===== src/rtl/multicycle_ctrl.sv =====
// Main sequencing FSM for the multicycle RV32I core: walks each instruction through
// fetch/decode/execute/memory/writeback and drives datapath enables and mux selects.
//
// state    | meaning
// FETCH    | read instruction at PC, PC+4 into PC when memory is ready
// DECODE   | register read, branch target computed into ALUOut
// MEMADR   | load/store address = rs1 + imm
// MEMREAD  | load data access, waits for mem_ready
// MEMWRITE | store access, mem_write held until mem_ready
// MEMWB    | load data written to register file
// EXECUTER | register-register ALU operation
// EXECUTEI | register-immediate ALU operation
// ALUWB    | ALUOut written to register file
// BEQ      | compare, PC <= branch target when zero
// JAL      | PC <= target, link address PC+4 computed
module multicycle_ctrl (
  input  logic       clk,
  input  logic       rst_n,
  input  logic [6:0] op,
  input  logic       zero,
  input  logic       mem_ready,
  output logic       pc_write,
  output logic       adr_src,
  output logic       mem_write,
  output logic       ir_write,
  output logic       reg_write,
  output logic [1:0] result_src,
  output logic [1:0] alu_src_a,
  output logic [1:0] alu_src_b,
  output logic [1:0] alu_op,
  output logic [1:0] imm_src,
  output logic       retire,
  output logic       illegal_instr
);

  localparam logic [6:0] OP_LW   = 7'b0000011;
  localparam logic [6:0] OP_SW   = 7'b0100011;
  localparam logic [6:0] OP_R    = 7'b0110011;
  localparam logic [6:0] OP_I    = 7'b0010011;
  localparam logic [6:0] OP_BEQ  = 7'b1100011;
  localparam logic [6:0] OP_JAL  = 7'b1101111;

  typedef enum logic [3:0] {
    FETCH, DECODE, MEMADR, MEMREAD, MEMWRITE, MEMWB,
    EXECUTER, EXECUTEI, ALUWB, BEQ, JAL
  } state_t;

  typedef struct packed {
    logic       adr_src;
    logic       mem_write;
    logic       reg_write;
    logic [1:0] result_src;
    logic [1:0] src_a;
    logic [1:0] src_b;
    logic [1:0] alu_op;
    logic       fetch;
    logic       decode;
    logic       memwrite;
    logic       beq;
    logic       jal;
    logic       done;
  } moore_t;

  state_t state, nxt;
  moore_t mo;
  logic   legal;

  // Registered Moore outputs are precomputed from the state being entered.
  function automatic moore_t moore(input state_t s);
    moore_t m;
    m = '0;
    case (s)
      FETCH:    begin m.src_b = 2'b10; m.result_src = 2'b10; m.fetch = 1'b1; end
      DECODE:   begin m.src_a = 2'b01; m.src_b = 2'b01; m.decode = 1'b1; end
      MEMADR:   begin m.src_a = 2'b10; m.src_b = 2'b01; end
      MEMREAD:  m.adr_src = 1'b1;
      MEMWRITE: begin m.adr_src = 1'b1; m.mem_write = 1'b1; m.memwrite = 1'b1; end
      MEMWB:    begin m.result_src = 2'b01; m.reg_write = 1'b1; m.done = 1'b1; end
      EXECUTER: begin m.src_a = 2'b10; m.alu_op = 2'b10; end
      EXECUTEI: begin m.src_a = 2'b10; m.src_b = 2'b01; m.alu_op = 2'b11; end
      ALUWB:    begin m.reg_write = 1'b1; m.done = 1'b1; end
      BEQ:      begin m.src_a = 2'b10; m.alu_op = 2'b01; m.beq = 1'b1; m.done = 1'b1; end
      JAL:      begin m.src_a = 2'b01; m.src_b = 2'b10; m.jal = 1'b1; end
      default:  m = '0;
    endcase
    return m;
  endfunction

  always_comb begin
    legal = (op == OP_LW) || (op == OP_SW) || (op == OP_R) ||
            (op == OP_I)  || (op == OP_BEQ) || (op == OP_JAL);
  end

  always_comb begin
    nxt = state;
    case (state)
      FETCH:    if (mem_ready) nxt = DECODE;
      DECODE: begin
        case (op)
          OP_LW, OP_SW: nxt = MEMADR;
          OP_R:         nxt = EXECUTER;
          OP_I:         nxt = EXECUTEI;
          OP_BEQ:       nxt = BEQ;
          OP_JAL:       nxt = JAL;
          default:      nxt = FETCH;
        endcase
      end
      MEMADR:   nxt = (op == OP_LW) ? MEMREAD : MEMWRITE;
      MEMREAD:  if (mem_ready) nxt = MEMWB;
      MEMWRITE: if (mem_ready) nxt = FETCH;
      EXECUTER, EXECUTEI, JAL: nxt = ALUWB;
      MEMWB, ALUWB, BEQ:       nxt = FETCH;
      default:  nxt = FETCH;
    endcase
  end

  always_ff @(posedge clk) begin
    if (!rst_n) begin
      state <= FETCH;
      mo    <= moore(FETCH);
    end else begin
      state <= nxt;
      mo    <= moore(nxt);
    end
  end

  always_comb begin
    case (op)
      OP_SW:   imm_src = 2'b01;
      OP_BEQ:  imm_src = 2'b10;
      OP_JAL:  imm_src = 2'b11;
      default: imm_src = 2'b00;
    endcase
  end

  // While reset is held the strobes behave as FETCH, so an interrupted
  // instruction can never commit a register or memory write.
  assign pc_write      = rst_n ? ((mo.fetch & mem_ready) | (mo.beq & zero) | mo.jal) : mem_ready;
  assign ir_write      = rst_n ? (mo.fetch & mem_ready) : mem_ready;
  assign reg_write     = rst_n & mo.reg_write;
  assign mem_write     = rst_n & mo.mem_write;
  assign adr_src       = mo.adr_src;
  assign result_src    = mo.result_src;
  assign alu_src_a     = mo.src_a;
  assign alu_src_b     = mo.src_b;
  assign alu_op        = mo.alu_op;
  assign retire        = mo.done | (mo.memwrite & mem_ready);
  assign illegal_instr = mo.decode & ~legal;

endmodule


===== config.mk =====
export PLATFORM = sky130hd
export DESIGN_NAME = multicycle_ctrl
export DESIGN_NICKNAME = d
export VERILOG_FILES = /design/src/rtl/multicycle_ctrl.sv
export SDC_FILE = /design/constraint.sdc
export NUM_CORES = 1
export LEC_CHECK = 0
export CORE_AREA = 2 2 54 56
export DETAILED_ROUTE_END_ITERATION = 6
export DIE_AREA = 0 0 56 58
export GPL_TIMING_DRIVEN = 0
export PLACE_DENSITY = 0.72
export SETUP_SLACK_MARGIN = 0.02
export SYNTH_ARGS = -nofsm -noshare
export SYNTH_HDL_FRONTEND = slang
export SYNTH_SLANG_ARGS = --single-unit
export TNS_END_PERCENT = 30

===== constraint.sdc =====
create_clock -name clk -period 1.8 [get_ports clk]
set_input_delay 0.36 -clock clk [delete_from_list [all_inputs] [get_ports clk]]
set_output_delay 0.36 -clock clk [all_outputs]
set_load 0.005 [all_outputs]

==> results of run 1 <==
critical path, cell delays in order, from the launching register on:
cell	delay (ns)
dfxtp_4	0.37
or4b_4	0.55
or4b_4	0.56
and2_4	0.17
nand4_1	0.13
a22oi_1	0.11
report_power, final:
part	internal, mW	leakage (nW)	total, mW	switching, mW
registers	0.452	0.165	0.455	0.00325
logic	0.0686	0.446	0.127	0.0588
clock network	0.0782	0.0138	0.211	0.132
sequential cells by signal (all words and copies together), names as in the netlist:
name        cells
result_src      2
adr_src         1
state           4
alu_src_a       2
alu_src_b       2
mo              7
alu_op          2
how the worst max path moves through the flow:
stage | cells after the start | to
floorplan | 6 | alu_src_b[0]
global placement | 7 | alu_src_b[0]
detailed placement | 7 | alu_src_b[0]
CTS | 5 | alu_src_b[0]
global route | 7 | alu_op[0]
finish | 5 | alu_src_b[0]
through the flow:
| stage | area (um2) | hold slack, ns | setup WS, ns |
|---|---|---|---|
| after floorplan | 1090 | 0.592 | -0.119 |
| after global placement | 1390 | 0.620 | -0.844 |
| after detailed placement | 1390 | 0.626 | -0.853 |
| after CTS | 1470 | 0.316 | -0.200 |
| after global routing | 1490 | 0.293 | -0.278 |
| final | 1490 | 0.308 | -0.205 |
cells in the final DEF, fill, tap and decap left out, types with 3 or more instances in the layout:
cell type / count
a21oi_1: 4
buf_2: 3
buf_4: 20
clkbuf_4: 4
clkdlybuf4s50_1: 14
dfxtp_1: 17
dlygate4sd2_1: 5
inv_1: 5
nand2_1: 5
nand4_1: 3
nor2_1: 11
o21ai_0: 4
or4b_4: 3
final cells by class:
cell class                      count  area share [%]
Inverter                            7            2.10
Buffer                             11            5.37
Multi-Input combinational cell     78            40.9
Timing Repair Buffer               35            20.2
Tap cell                           31            2.60
Sequential cell                    20            27.3
Clock buffer                        3            1.51
kinds of logic after synthesis:
kind of cell | after synthesis | share of synthesized area (%)
simple gates | 48 | 30.7
compound gates | 28 | 20.0
flops | 20 | 36.9
buf+inv | 19 | 10.7
xor+xnor | 1 | 0.808
mux | 1 | 0.923
per-layer routing:
layer / vias to the layer above / part of all wire, % / global-route usage [%]
li1: 493 / - / -
met1: 473 / 43 / 18.1
met2: 21 / 52 / 26.9
met3: 7 / 3.9 / 4.91
met4: 0 / 1.7 / 5.44
met5: - / 0 / 0
what timing repair did:
item | in CTS | in global routing
setup endpoints to repair | 26 | 19
gates resized for setup | 44 | 3
hold buffers | 0 | 0
pin swaps | 8 | 1
setup buffers | 8 | 1
==> impl_metrics.yaml, run 1 <==
outcome:
  status: "finished with violations"
  failed_checks: "setup timing"
global_routing:
  grt_max_degree: 11
  grt_pass1_wl_mm: 3.92
  overflow: 0
  track_usage_pct: 15.5
  grt_pass1_vias: 906
  antenna_found_initial: 0
clocking:
  ctsHtreeMaxLevel: 1
  cts.sinks: 20
  numCtsBuffers: 3
  clkTransAtPathRegs_ns: 0.10
  clock_insertion_delay_worst_skew_ns: 0.30
  tritoncts: "done"
  clockBufferDepth: 2
  cts_root_buf: "clkbuf_4"
cells_and_area:
  drive_above_1_share_pct: 35.1
  fin_util_pct: 56.0
  stdcell_count: 185
  fillCellCount: 238
  antenna_cells: 0
  num-nets-final: 167
  area_growth_syn_to_layout_pct: 37.4
  multi_input_area_um2: 609
  final-seq-area_um2: 407
worst_setup_path:
  reg2reg_depth: 5
  crit_required_ns: 1.99
  critPathKind: "flop to flop"
  endpoint_kind: "flop"
  rrSetupSlack_ns: -0.20
  reg2reg_from: "state[1]"
  critical_path_arrival_ns: 2.19
  r2r_end: "alu_src_b[0]"
  critPathLaunchType: "flop"
  crit_fanout: 4
  startpoint: "state[1]"
synthesis:
  synthArstFlopShare_pct: 0
  syn_area_um2: 1080
  synth_top_cell_by_area: "dfxtp_1"
  yosys-top-cells-count: "dfxtp_1, nor2_1, buf_4"
  synth.avg_cell_area_um2: 9.27
  synth_warnings: 0
  yosys.cell_count.top_type: "dfxtp_1"
  ys_ff_latch: 20
  yosys.area.top_type_share_pct: 36.9
  synth_fp_nets: 128
  ys_top_cells_by_area: "dfxtp_1, buf_4, nor2_1"
  synth_edf_count: 0
  yosys_most_used_dff: "dfxtp_1"
  yosysSeqAreaShare_pct: 36.9
  ys_types: 49
  syn_inst: 117
routing:
  drc_errors: 0
  firstDrtPassIters: 4
  via_per_inst: 5.37
  detail-route-antenna-nets: 0
  num_vias: 994
  wirelength_mm: 2.36
  wl_per_cell_um: 12.8
  drt-initial-drc-count: 9
floorplanning:
  fp.dieArea_um2: 3250
  ios: 28
  core_area_um2: 2660
  rows: 19
  start_util_pct: 40.7
  fp.dieW_um: 56
  die_h_um: 58
sta:
  setup_ws_ns: -0.205
  clock.fmax_mhz: 499
  relSlewSlack_pct: 63.0
  period_minus_slack_ns: 2.00
  worst_pin_slew_ns: 0.551
  drv_slew: 0
  setup-tns-final_ns: -2.33
  finalCritPeriodShare_pct: 111
  rsz0062_at_grt: "yes"
  skew_ns: 0.00376
  setup_viol: 15
  hold_violations: 0
place:
  gp_congestion: 0.783
  io_buffers: 26
  dp_hpwl_mm: 1.67
  dp.cells: 174
hold_path:
  holdCritStartpoint: "rst_n"
  hold_depth: 2
  holdPathEnd: "alu_src_b[1]"
  worstHoldPathType: "input pin to flop"
power:
  powerDensity_nw_per_um2: 532
  leakage_nw: 0.625
  power.total_uw: 793
  peakVddDrop_mv: 0.575
run:
  maxCapViolCount: 0
Power figures use the tool's default switching activity.
==> run 2, diff against run 1 <==
--- a/config.mk
+++ b/config.mk
@@ -5,11 +5,11 @@
 export SDC_FILE = /design/constraint.sdc
 export NUM_CORES = 1
 export LEC_CHECK = 0
-export CORE_AREA = 2 2 54 56
+export CORE_AREA = 2 2 51 58
 export DETAILED_ROUTE_END_ITERATION = 6
-export DIE_AREA = 0 0 56 58
+export DIE_AREA = 0 0 53 60
 export GPL_TIMING_DRIVEN = 0
-export PLACE_DENSITY = 0.72
+export PLACE_DENSITY = 0.73
 export SETUP_SLACK_MARGIN = 0.02
 export SYNTH_ARGS = -nofsm -noshare
 export SYNTH_HDL_FRONTEND = slang
==> impl_metrics.yaml, run 2 (synthesis results as in run 1) <==
global_routing:
  use_met2_pct: 30.5
  gr-usage-met1_pct: 19.2
  busiest_layer: "met2"
  antenna_found_initial: 0
  grt_pass1_vias: 904
  met3_usage_pct: 2.50
  track_usage_pct: 16.7
  overflow: 0
  grt_max_degree: 12
  grt_pass1_wl_mm: 4.00
place:
  gp_congestion: 0.902
  dp.cells: 176
  place_ws_ns: -0.855
  io_buffers: 26
  dp_hpwl_mm: 1.65
power:
  p_switching_uw: 194
  combPwrFrac_pct: 15.4
  p_clk_share_pct: 30.3
  swShare_pct: 23.3
  p_int_uw: 641
  p_seq_share_pct: 54.3
  powerDensity_nw_per_um2: 547
  peakVddDrop_mv: 0.370
  leakage_nw: 0.643
worst_setup_path:
  critical_path_arrival_ns: 2.24
  path_delay_family: "simple AND/OR/NAND/NOR gates"
  crit_required_ns: 1.99
  critPathSlowestCell: "or4b_4"
  critPathLaunchType: "flop"
  rrSetupSlack_ns: -0.25
  critPathKind: "flop to flop"
  crit_chain: "or4b_4, or4b_4, and2_4, nand4_1, o22ai_1"
  cp_common_cell: "or4b_4"
  crit_fanout: 4
  critPathMaxStageDelay_ns: 0.60
  critPathBufInv: 0
  endpoint_kind: "flop"
cells_and_area:
  largest_register_ffs: 7
  final_common_cell: "buf_4"
  mostFrequentLayoutCells: "buf_4, dfxtp_1, clkdlybuf4s50_1, nor2_1"
  fillCellCount: 239
  area_growth_syn_to_layout_pct: 40.9
  drive_above_1_share_pct: 38.7
  antenna_cells: 0
  reg_top3: "mo: 7 flops, state: 4 flops"
  largest-register: "mo"
  num-nets-final: 167
  final-seq-area_um2: 409
  stdcell_count: 188
  multi_input_area_um2: 637
sta:
  relSlewSlack_pct: 66.0
  hold_violations: 0
  period_minus_slack_ns: 2.05
  rsz0062_at_grt: "yes"
  clock.fmax_mhz: 487
  setup_viol: 15
  skew_ns: 0.00423
  finalCritPeriodShare_pct: 114
  setup_ws_ns: -0.255
  worst_pin_slew_ns: 0.505
  drv_slew: 0
  hold_slack_ns: 0.311
floorplanning:
  ios: 28
  start_util_pct: 41.3
  core_area_um2: 2630
  fp.dieArea_um2: 3180
  fp.dieW_um: 53
  die_h_um: 60
  rows: 20
routing:
  via_per_inst: 5.22
  detail-route-antenna-nets: 0
  firstDrtPassIters: 4
  wl_per_cell_um: 12.8
  wirelength_mm: 2.42
  num_vias: 981
  drc_errors: 0
  drt-initial-drc-count: 18
hold_path:
  worstHoldPathType: "input pin to flop"
clocking:
  cts.sinks: 20
  clockBufferDepth: 2
  ctsHtreeMaxLevel: 1
  tritoncts: "done"
  clock_insertion_delay_worst_skew_ns: 0.30
  cts_hold_buf: 0
  numCtsBuffers: 3
  clkTransAtPathRegs_ns: 0.10
  cts_root_buf: "clkbuf_4"
run:
  maxCapViolCount: 0
outcome:
  failed_checks: "setup timing"
  status: "finished with violations"
==> run 2: cell types whose count changed in the layout (fill, tap and decap cells not counted), moves of 2 or more <==
cell and change:
nand2_4 +2, clkbuf_2 +2, nand2_2 -2, dlygate4sd2_1 -2
==> run 2: path summary, 6_finish.rpt <==
path | endpoint | depth (start not counted) | from
setup / recovery | adr_src | 5 | state[3]
hold / removal | result_src[1] | 2 | rst_n
setup reg to reg | adr_src | 5 | state[3]
hold reg to reg | alu_op[0] | 3 | state[2]
==> run 2: routing by layer <==
| metal | vias to the layer above | part of all wire (%) |
|---|---|---|
| met4 | 0 | 2.4 |
| li1 | 489 | - |
| met2 | 35 | 53 |
| met5 | - | 0 |
| met1 | 450 | 39 |
| met3 | 7 | 5.5 |
==> run 2: area by class of cell <==
class	count	area share, %
Clock buffer	4	2.37
Timing Repair Buffer	35	19.2
Buffer	11	5.24
Multi-Input combinational cell	78	41.7
Tap cell	33	2.70
Inverter	7	2.05
Sequential cell	20	26.8
==> run 2: power by group through the flow <==
stage / Combinational, mW / Sequential, mW / Clock [mW]
global route: 0.141 / 0.455 / 0.278
detailed placement: 0.122 / 0.466 / 0
finish: 0.128 / 0.454 / 0.254
global placement: 0.121 / 0.466 / 0
CTS: 0.123 / 0.455 / 0.255
floorplan: 0.0632 / 0.465 / 0
==> run 2: through the flow <==
stage                     TNS [ns]  util, %  total power, mW  area (um2)
final                        -2.69     58.2            0.836        1530
after global routing         -3.74     58.2            0.875        1530
after CTS                    -2.17     56.7            0.833        1490
after detailed placement    -14.25     52.9            0.589        1390
after global placement      -14.25     52.9            0.587        1390
after floorplan              -1.01        -            0.529        1090
==> run 2: what timing repair did <==
| item | 4_1_cts | 5_1_grt |
|---|---|---|
| setup endpoints to repair | 26 | 20 |
| setup buffers | 7 | 2 |
| pin swaps | 9 | 8 |
| hold endpoints to repair | 0 | 0 |
| gates cloned | 0 | 0 |
| gates resized for setup | 44 | 15 |
